$ cat src/rtl/lamp_chaser_if.sv
// lamp_chaser_if
//   Groups the control inputs and lamp outputs of the lamp chaser.
//   master : drives en/clr/mode, observes num/dir/step/wrap (effects/test side)
//   slave  : the chaser itself
//   Signals:
//     en   - run enable
//     clr  - synchronous clear (num->0, dir->ascending, prescaler->0)
//     mode - 00 hold, 01 right, 10 left, 11 bounce
//     num  - registered lamp position code, 0 (all off) or 1..7
//     dir  - registered direction, 1 = ascending
//     step - one-cycle pulse when a new num becomes visible
//     wrap - one-cycle pulse with step when a full pass completes
interface lamp_chaser_if;
  logic       en;
  logic       clr;
  logic [1:0] mode;
  logic [3:0] num;
  logic       dir;
  logic       step;
  logic       wrap;

  modport master (
    output en, clr, mode,
    input  num, dir, step, wrap
  );

  modport slave (
    input  en, clr, mode,
    output num, dir, step, wrap
  );
endinterface

$ cat src/rtl/lamp_chaser.sv
// lamp_chaser
//   Divides clk into a step tick (one tick every TICK_DIV cycles while
//   enabled) and walks a lamp position code 1..7 in right, left or bounce
//   order. Emits step/wrap pulses for downstream effects logic.
//   Ports:
//     clk   - system clock, rising edge
//     rst_n - synchronous active-low reset
//     bus   - lamp_chaser_if.slave (en, clr, mode in; num, dir, step, wrap out)
//   Parameter:
//     TICK_DIV - clock cycles per step, >= 1
module lamp_chaser #(
  parameter int TICK_DIV = 12_500_000
) (
  input  logic          clk,
  input  logic          rst_n,
  lamp_chaser_if.slave  bus
);

  localparam int CNT_W = (TICK_DIV > 1) ? $clog2(TICK_DIV) : 1;
  localparam logic [CNT_W-1:0] CNT_MAX = CNT_W'(TICK_DIV - 1);

  localparam logic [1:0] MODE_HOLD   = 2'b00;
  localparam logic [1:0] MODE_RIGHT  = 2'b01;
  localparam logic [1:0] MODE_LEFT   = 2'b10;
  localparam logic [1:0] MODE_BOUNCE = 2'b11;

  localparam logic [3:0] POS_OFF   = 4'd0;
  localparam logic [3:0] POS_FIRST = 4'd1;
  localparam logic [3:0] POS_LAST  = 4'd7;

  logic [CNT_W-1:0] cnt_q, cnt_d;
  logic [3:0]       num_q, num_d;
  logic             dir_q, dir_d;
  logic             step_q, step_d;
  logic             wrap_q, wrap_d;

  logic             tick;
  logic             bounce_up;

  // Tick fires on the last prescaler count; en gating means a re-enable
  // always starts a full period because en=0 also parks the counter at 0.
  assign tick = bus.en && (cnt_q == CNT_MAX);

  always_comb begin
    cnt_d = cnt_q;
    if (bus.clr || !bus.en) begin
      cnt_d = '0;
    end else if (cnt_q == CNT_MAX) begin
      cnt_d = '0;
    end else begin
      cnt_d = cnt_q + 1'b1;
    end
  end

  // Effective bounce direction: the endpoints override the stored dir so
  // that entering bounce at 7 or 1 never tries to step off the end.
  always_comb begin
    bounce_up = dir_q;
    if (num_q == POS_LAST) begin
      bounce_up = 1'b0;
    end else if (num_q == POS_FIRST) begin
      bounce_up = 1'b1;
    end
  end

  always_comb begin
    num_d  = num_q;
    dir_d  = dir_q;
    step_d = 1'b0;
    wrap_d = 1'b0;

    if (bus.clr) begin
      // Clear outranks a coincident tick: no step/wrap pulse.
      num_d = POS_OFF;
      dir_d = 1'b1;
    end else if (tick) begin
      unique case (bus.mode)
        MODE_HOLD: begin
          // Tick is consumed with no visible change.
        end
        MODE_RIGHT: begin
          step_d = 1'b1;
          dir_d  = 1'b1;
          if (num_q == POS_LAST) begin
            num_d  = POS_FIRST;
            wrap_d = 1'b1;
          end else begin
            num_d = num_q + 4'd1;
          end
        end
        MODE_LEFT: begin
          step_d = 1'b1;
          dir_d  = 1'b0;
          if (num_q == POS_OFF) begin
            num_d = POS_LAST;
          end else if (num_q == POS_FIRST) begin
            num_d  = POS_LAST;
            wrap_d = 1'b1;
          end else begin
            num_d = num_q - 4'd1;
          end
        end
        MODE_BOUNCE: begin
          step_d = 1'b1;
          if (num_q == POS_OFF) begin
            num_d = POS_FIRST;
            dir_d = 1'b1;
          end else if (bounce_up) begin
            num_d = num_q + 4'd1;
            // Turn around on arrival so 7 is shown only once.
            dir_d = (num_q + 4'd1 != POS_LAST);
          end else begin
            num_d = num_q - 4'd1;
            if (num_q - 4'd1 == POS_FIRST) begin
              dir_d  = 1'b1;
              wrap_d = 1'b1;
            end else begin
              dir_d = 1'b0;
            end
          end
        end
        default: begin
        end
      endcase
    end
  end

  always_ff @(posedge clk) begin
    if (!rst_n) begin
      cnt_q  <= '0;
      num_q  <= POS_OFF;
      dir_q  <= 1'b1;
      step_q <= 1'b0;
      wrap_q <= 1'b0;
    end else begin
      cnt_q  <= cnt_d;
      num_q  <= num_d;
      dir_q  <= dir_d;
      step_q <= step_d;
      wrap_q <= wrap_d;
    end
  end

  assign bus.num  = num_q;
  assign bus.dir  = dir_q;
  assign bus.step = step_q;
  assign bus.wrap = wrap_q;

endmodule

$ cat src/flat_wrapper.sv
// flat-port wrapper written by rule: the top's interface ports become plain ports
module lamp_chaser_flat 
#(
  parameter int TICK_DIV = 12_500_000
)
  (clk, rst_n, bus_en, bus_clr, bus_mode, bus_num, bus_dir, bus_step, bus_wrap);
  lamp_chaser_if bus_i ();
  input  logic clk;
  input  logic rst_n;
  input wire logic [$bits(bus_i.en)-1:0] bus_en;
  input wire logic [$bits(bus_i.clr)-1:0] bus_clr;
  input wire logic [$bits(bus_i.mode)-1:0] bus_mode;
  output wire logic [$bits(bus_i.num)-1:0] bus_num;
  output wire logic [$bits(bus_i.dir)-1:0] bus_dir;
  output wire logic [$bits(bus_i.step)-1:0] bus_step;
  output wire logic [$bits(bus_i.wrap)-1:0] bus_wrap;
  assign bus_i.en = bus_en;
  assign bus_i.clr = bus_clr;
  assign bus_i.mode = bus_mode;
  assign bus_num = bus_i.num;
  assign bus_dir = bus_i.dir;
  assign bus_step = bus_i.step;
  assign bus_wrap = bus_i.wrap;
  lamp_chaser #(.TICK_DIV(TICK_DIV)) u_core (.clk(clk), .rst_n(rst_n), .bus(bus_i));
endmodule
$ cat config.mk
export PLATFORM = sky130hd
export DESIGN_NAME = lamp_chaser_flat
export DESIGN_NICKNAME = d
export VERILOG_FILES = /design/src/rtl/lamp_chaser_if.sv /design/src/rtl/lamp_chaser.sv /design/src/flat_wrapper.sv
export SDC_FILE = /design/constraint.sdc
export NUM_CORES = 1
export LEC_CHECK = 0
export ABC_AREA = 1
export CAP_MARGIN = 20
export CORE_ASPECT_RATIO = 0.6
export CORE_UTILIZATION = 58
export DETAILED_ROUTE_END_ITERATION = 10
export MAX_ROUTING_LAYER = met4
export PLACE_DENSITY_LB_ADDON = 0.05
export SYNTH_ARGS = -nofsm -noshare
export SYNTH_HDL_FRONTEND = slang
export SYNTH_SLANG_ARGS = --single-unit
$ cat constraint.sdc
create_clock -name clk -period 1.9 [get_ports clk]
set_clock_uncertainty 0.1 [all_clocks]
set_input_delay 0.57 -clock clk [delete_from_list [all_inputs] [get_ports clk]]
set_output_delay 0.57 -clock clk [all_outputs]
set_load 0.05 [all_outputs]
After elaboration in Yosys (flattened, before gate mapping)
Index checks and enable logic that the tools add are counted.
- add/subtract/negate cells: 3
- equal/unequal tests: 8
- mux-type cells: 19
- bitwise operators: 2
- reduce and logical (&&, ||, !) cells: 10
- operators by type and width (operator ; count):
    adder 24 x 1 -> 24 bit (second input constant) ; 1
    equality test 24 bit (second input constant) ; 1
    two-way mux 4 bit ; 5
    case mux 4 bit (3 select lines) ; 1
    two-way mux 1 bit ; 11
    OR reduction 3 bit ; 3
    equality test 4 x 1 -> 1 bit (second input constant) ; 2
    case mux 1 bit (3 select lines) ; 2
    adder 4 x 1 -> 4 bit (second input constant) ; 1
    equality test 2 bit (second input constant) ; 2
    equality test 4 x 3 -> 1 bit (second input constant) ; 1
    logical NOT 4 bit ; 1
    inequality test 4 x 3 -> 1 bit (second input constant) ; 1
    subtractor 4 x 1 -> 4 bit (second input constant) ; 1
    nonzero test 3 bit ; 1
    equality test 2 x 1 -> 1 bit (second input constant) ; 1
    NOT 1 bit ; 2
    AND reduction 2 bit ; 1
    OR reduction 2 bit ; 1
    logical AND 1 bit ; 1
    logical NOT 1 bit ; 1
    logical OR 1 bit ; 1
- register bits: 31
- word-level logic and storage cells: 47

Longest topological paths before layout
- depth after elaboration: 6
- mapped depth: 12

Worst setup path before layout
OpenSTA, ideal clock, no wires.
- path kind: register -> register
- start: reg u_core.num_q[1] (netlist: u_core.bus.num[1])
- end: reg u_core.wrap_q (netlist: u_core.bus.wrap)
- data arrival time: 1774 ps
- setup slack: -40 ps
- cell stages (with the launch flop): 10
- path buffers: 0
- clock period less this slack: 1940 ps
- path through: dfxtp_1 -> inv_1 -> ha_1 -> nand2_1 -> nand2_1 -> nand2_1 -> nand2_1 -> o21ai_0 -> nand2_1 -> a21oi_2
- longest elaborated chain between the ends: 6
- elaborated cells on any way between the ends: 14
- those cells by class: 1 x add/sub; 3 x eq/ne; 9 x mux; 1 x reduce/logical
- ends and longest elaborated chain (what ; RTL line ; RTL):
    from (decl) ; lamp_chaser.sv:32 ; logic [3:0] num_q, num_d;
    from (signal assigned) ; lamp_chaser.sv:137 ; num_q <= num_d;
    subtractor 4 x 1 -> 4 bit / equality test 4 x 1 -> 1 bit (equally long branches) ; lamp_chaser.sv:114, lamp_chaser.sv:61, lamp_chaser.sv:96 ;
    equality test 4 x 1 -> 1 bit / two-way mux 1 bit (equally long branches) ; lamp_chaser.sv:114, lamp_chaser.sv:61 ;
    two-way mux 1 bit, on equally long branches ; lamp_chaser.sv:114, lamp_chaser.sv:59 ;
    two-way mux 1 bit ; lamp_chaser.sv:108 ; end else if (bounce_up) begin
    two-way mux 1 bit ; lamp_chaser.sv:105 ; if (num_q == POS_OFF) begin
    case mux 1 bit (3 select lines) (*) ; lamp_chaser.sv:77 ; unique case (bus.mode)
    to (signal assigned) ; lamp_chaser.sv:140 ; wrap_q <= wrap_d;
    to (decl) ; lamp_chaser.sv:35 ; logic wrap_q, wrap_d;
Mark *: on every way between the ends. The rest lies on a longest branch, timed or not.
A chain may end at the register's enable or synchronous reset.

Worst setup path in the final report
- start: reg u_core.cnt_q[0]
- end: reg u_core.cnt_q[6]
- longest elaborated chain between the ends: 2
- elaborated cells on any way between the ends: 3
- those cells by class: 1 x add/sub; 1 x eq/ne; 1 x reduce/logical
- ends and longest elaborated chain (what ; RTL line ; RTL):
    from (decl) ; lamp_chaser.sv:31 ; logic [CNT_W-1:0] cnt_q, cnt_d;
    from (signal assigned) ; lamp_chaser.sv:136 ; cnt_q <= cnt_d;
    parallel branches: the longest is 2 deep, another holds adder 24 x 1 -> 24 bit ; n/a ;
Several ways; the timed one is not identified.

==> results.txt <==
Core Footprint: 3003 µm²
Cell-by-cell listing of the critical path: ha_2 > nand2_1 > nor2_4 > inv_2 > nor2_1 > xor2_1 > nor2_1
Worst Hold Path Cells: 1
CTS tree: done
Endpoint of the most critical register-to-register path: u_core.cnt_q[6]$_SDFF_PP0_
Number of buffers created by CTS: 5
Worst setup SP type: flop
Crit path largest cell delay: 0.35 ns
Period utilization: 94.56%
Highest fanout seen on the critical path: 5
Count of buffers from port buffering: 12
CTS max path bufs: 2
CP arrival: 1.86 ns
Depth of the CTS H-tree: 2
GRT Resource Usage Total: 29.45%
Count of final setup violators: 0
Antenna violations before repair: 0
Die Footprint: 3553 µm²
Cell chosen for the clock root: sky130_fd_sc_hd__clkbuf_8
Insertion delay to the later sink of the worst-skew pair: 0.28 ns
Routed wire length: 4807 µm
Remaining number of nets flagged by the antenna check after routing: 0
Non-filler instance count after layout: 365
Die W: 76.29 µm
Total of max-cap violations: 0
Crit path setup slack, layout: 0.1034 ns
Pin slew with the least headroom to its limit: 0.4264 ns
Slew Limit Headroom: 71.47%
CP max stage cell: sky130_fd_sc_hd__dfxtp_1
Reg clk slew, reported paths: 0.06 ns
Largest net degree at the start of global routing: 25
Starting density of the core: 63.96%
Max-slew violation count: 0
Worst setup timing slack at the placement stage: -0.08953 ns
Post-route DRC violation count: 0
Number of global-route vias before repair: 1568
Detailed Route Iter0 Violations: 202
Launching point of the worst reg2reg path: u_core.cnt_q[0]$_SDFF_PP0_
Power density over the cells: 525.6 nW/µm²
Worst supply voltage drop on vdd: 527.6 µV
Synth-to-layout area growth: 19.93%
Share of synthesized area occupied by flip-flops and latches: 32.31%
Depth of the most critical reg-to-reg path: 7
Weighted congestion reported at the end of routability-driven placement: 0.9805
Total of flip-flops plus latches after synthesis: 31
Number of antenna diodes: 0
Tightest Hold Check Type: reg2reg
Worst hold start: u_core.cnt_q[0]$_SDFF_PP0_
Slack of the worst reg-to-reg path: 0.10 ns
Kind of end point of the critical path: flop
Number of cells in the design after placement: 356
Synth unique cells: 30
Max Fclk: 556.6 MHz
Sum of overflow across all layers after global routing: 0
Ratio of cells with drive above 1 in the final layout: 14.86%
Average wire length per cell after detail routing: 13.17 µm
Net count of the finished layout: 335
Setup CP Type: reg2reg
Die Y-Extent: 46.58 µm
Number of top-level pins: 13
Count of mapped cells out of synthesis: 297
Total half-perimeter wirelength after legalization and detailed placement: 3624 µm
CP dominant cell by count: sky130_fd_sc_hd__nor2_1
Ratio of routed vias to standard cells: 5.332
Period minus WS final: 1.797 ns
Clk sink count: 31
Wire length of the first global-routing pass: 7507 µm
Mean post-synth cell area: 6.467 µm²
Worst hold margin: 0.3499 ns
Final-report hold violation count: 0
Required arrival time at the worst endpoint: 1.96 ns
Unrepaired setup endpoints after global routing: false
Detailed-route via count: 1946
Worst-case hold path end point: u_core.cnt_q[0]$_SDFF_PP0_
Number of nets in the synthesized netlist: 309
Leakage component of the power: 0.8671 nW
Result of the run: completed
Drt pass-1 iters: 5
Area of the mapped netlist: 1921 µm²
Row count: 15
Synthesis Warnings: 0
Layout fillers: 240
==> cell type report <==
class	count	area (µm²)	area share [%]
Multi-Input combinational cell	226	1159	50.30
Sequential cell	31	625.6	27.16
Timing Repair Buffer	22	240.2	10.43
Inverter	37	138.9	6.029
Clock buffer	6	82.58	3.585
Tap cell	42	52.55	2.281
Clock inverter	1	5.005	0.2173
==> Yosys cell counts (all sizes together) <==
cell | n | area (µm²)
nor2 | 51 | 216.5
nand4 | 7 | 43.79
dfxtp | 31 | 620.6
or2 | 4 | 25.03
nand3 | 24 | 125.1
buf | 3 | 20.01
a21oi | 17 | 88.84
xor2 | 6 | 52.55
nand3b | 4 | 42.54
ha | 6 | 75.07
nor3 | 9 | 60.06
nand2 | 87 | 331.6
xnor2 | 4 | 35.03
o2111ai | 1 | 8.760
inv | 37 | 138.9
or3 | 1 | 6.260
nor3b | 1 | 7.510
o21a | 1 | 7.510
o21ai | 3 | 15.01
==> layer usage <==
metal / global-route usage, % / wire [µm] / vias to the layer above
met2: 38.74 / 1759 / 95
met4: 6.923 / 49 / 0
met1: 42.94 / 2398 / 859
li1: - / - / 985
met5: - / 0 / -
met3: 8.119 / 599 / 7
==> state kept, by name, indices dropped and copies added (netlist names) <==
name             cells
u_core.bus.dir       1
u_core.cnt_q        24
u_core.bus.num       4
u_core.bus.wrap      1
u_core.bus.step      1
==> logic make-up (layout without fill, tap and decap cells) <==
kind of cell	Yosys count	in the layout	synth area share [%]
buf+inv	40	66	8.273
simple gates	188	188	44.69
fa+ha+maj	6	6	3.909
flops	31	31	32.31
xor+xnor	10	10	4.560
compound gates	22	22	6.254
==> worst max-delay path by stage <==
stage / from / to / slack [ns] / cells past startpoint
2_1_floorplan: u_core.bus.num[2]$_SDFFE_PP0P_ / u_core.bus.wrap$_SDFF_PP0_ / 0.08 / 9
3_3_place_gp: bus_mode[1] / u_core.bus.num[0]$_SDFFE_PP0P_ / -0.03 / 6
3_5_place_dp: rst_n / u_core.cnt_q[2]$_SDFF_PP0_ / -0.09 / 6
4_1_cts: u_core.cnt_q[0]$_SDFF_PP0_ / u_core.cnt_q[12]$_SDFF_PP0_ / 0.09 / 7
5_1_grt: u_core.cnt_q[0]$_SDFF_PP0_ / u_core.cnt_q[14]$_SDFF_PP0_ / 0.009 / 8
6_report: u_core.cnt_q[0]$_SDFF_PP0_ / u_core.cnt_q[6]$_SDFF_PP0_ / 0.10 / 7
==> critical path: cells and delay by family (launching register included) <==
family | cells | cell delay, ns
DFF | 1 | 0.35
xor gates and xnor gates | 1 | 0.22
buffers and inverters | 1 | 0.07
adders and majority gates | 1 | 0.21
and+or+nand+nor | 4 | 0.72
==> where the power goes <==
| part | total [W] | switching (W) | internal [W] |
|---|---|---|---|
| clock network | 0.000514 | 0.000231 | 0.000283 |
| registers | 0.000650 | 0.000000779 | 0.000650 |
| logic | 0.0000463 | 0.0000243 | 0.0000221 |
| total | 0.00121 | 0.000256 | 0.000955 |
==> cell usage in the layout (no fill, tap or decap), types with 2 or more instances in the layout <==
cell | netlist | final
sky130_fd_sc_hd__a21oi_1 | 16 | 16
sky130_fd_sc_hd__buf_12 | 0 | 5
sky130_fd_sc_hd__buf_4 | 2 | 12
sky130_fd_sc_hd__clkbuf_8 | 0 | 6
sky130_fd_sc_hd__clkdlybuf4s50_1 | 0 | 5
sky130_fd_sc_hd__dfxtp_1 | 31 | 29
sky130_fd_sc_hd__ha_1 | 6 | 5
sky130_fd_sc_hd__inv_1 | 34 | 34
sky130_fd_sc_hd__inv_2 | 3 | 3
sky130_fd_sc_hd__nand2_1 | 85 | 84
sky130_fd_sc_hd__nand2_2 | 2 | 3
sky130_fd_sc_hd__nand3_1 | 23 | 23
sky130_fd_sc_hd__nand3b_1 | 3 | 3
sky130_fd_sc_hd__nand4_1 | 7 | 7
sky130_fd_sc_hd__nor2_1 | 47 | 45
sky130_fd_sc_hd__nor2_2 | 1 | 3
sky130_fd_sc_hd__nor2_4 | 3 | 3
sky130_fd_sc_hd__nor3_1 | 6 | 6
sky130_fd_sc_hd__nor3_2 | 3 | 3
sky130_fd_sc_hd__o21ai_0 | 3 | 2
sky130_fd_sc_hd__or2_2 | 2 | 2
sky130_fd_sc_hd__xnor2_1 | 4 | 3
sky130_fd_sc_hd__xor2_1 | 6 | 6
==> through the flow <==
step / power [W] / instance area [µm²] / TNS (ns) / utilization, %
2_1_floorplan: 0.0006873 / 1923 / 0 / -
3_3_place_gp: 0.0007108 / 2181 / -0.3668 / 72.63
3_5_place_dp: 0.0007113 / 2181 / -1.007 / 72.63
4_1_cts: 0.001214 / 2268 / 0 / 75.54
5_1_grt: 0.001242 / 2303 / 0 / 76.71
6_report: 0.001211 / 2303 / 0 / 76.71
==> timing repair <==
item / in CTS / in global routing
buffers inserted: 0 / 2
hold buffers: 0 / 0
gates resized for setup: 0 / 7
endpoints found under the hold margin: 0 / 0
setup endpoints to repair: 0 / 28
(Power assumes the default switching activity.)
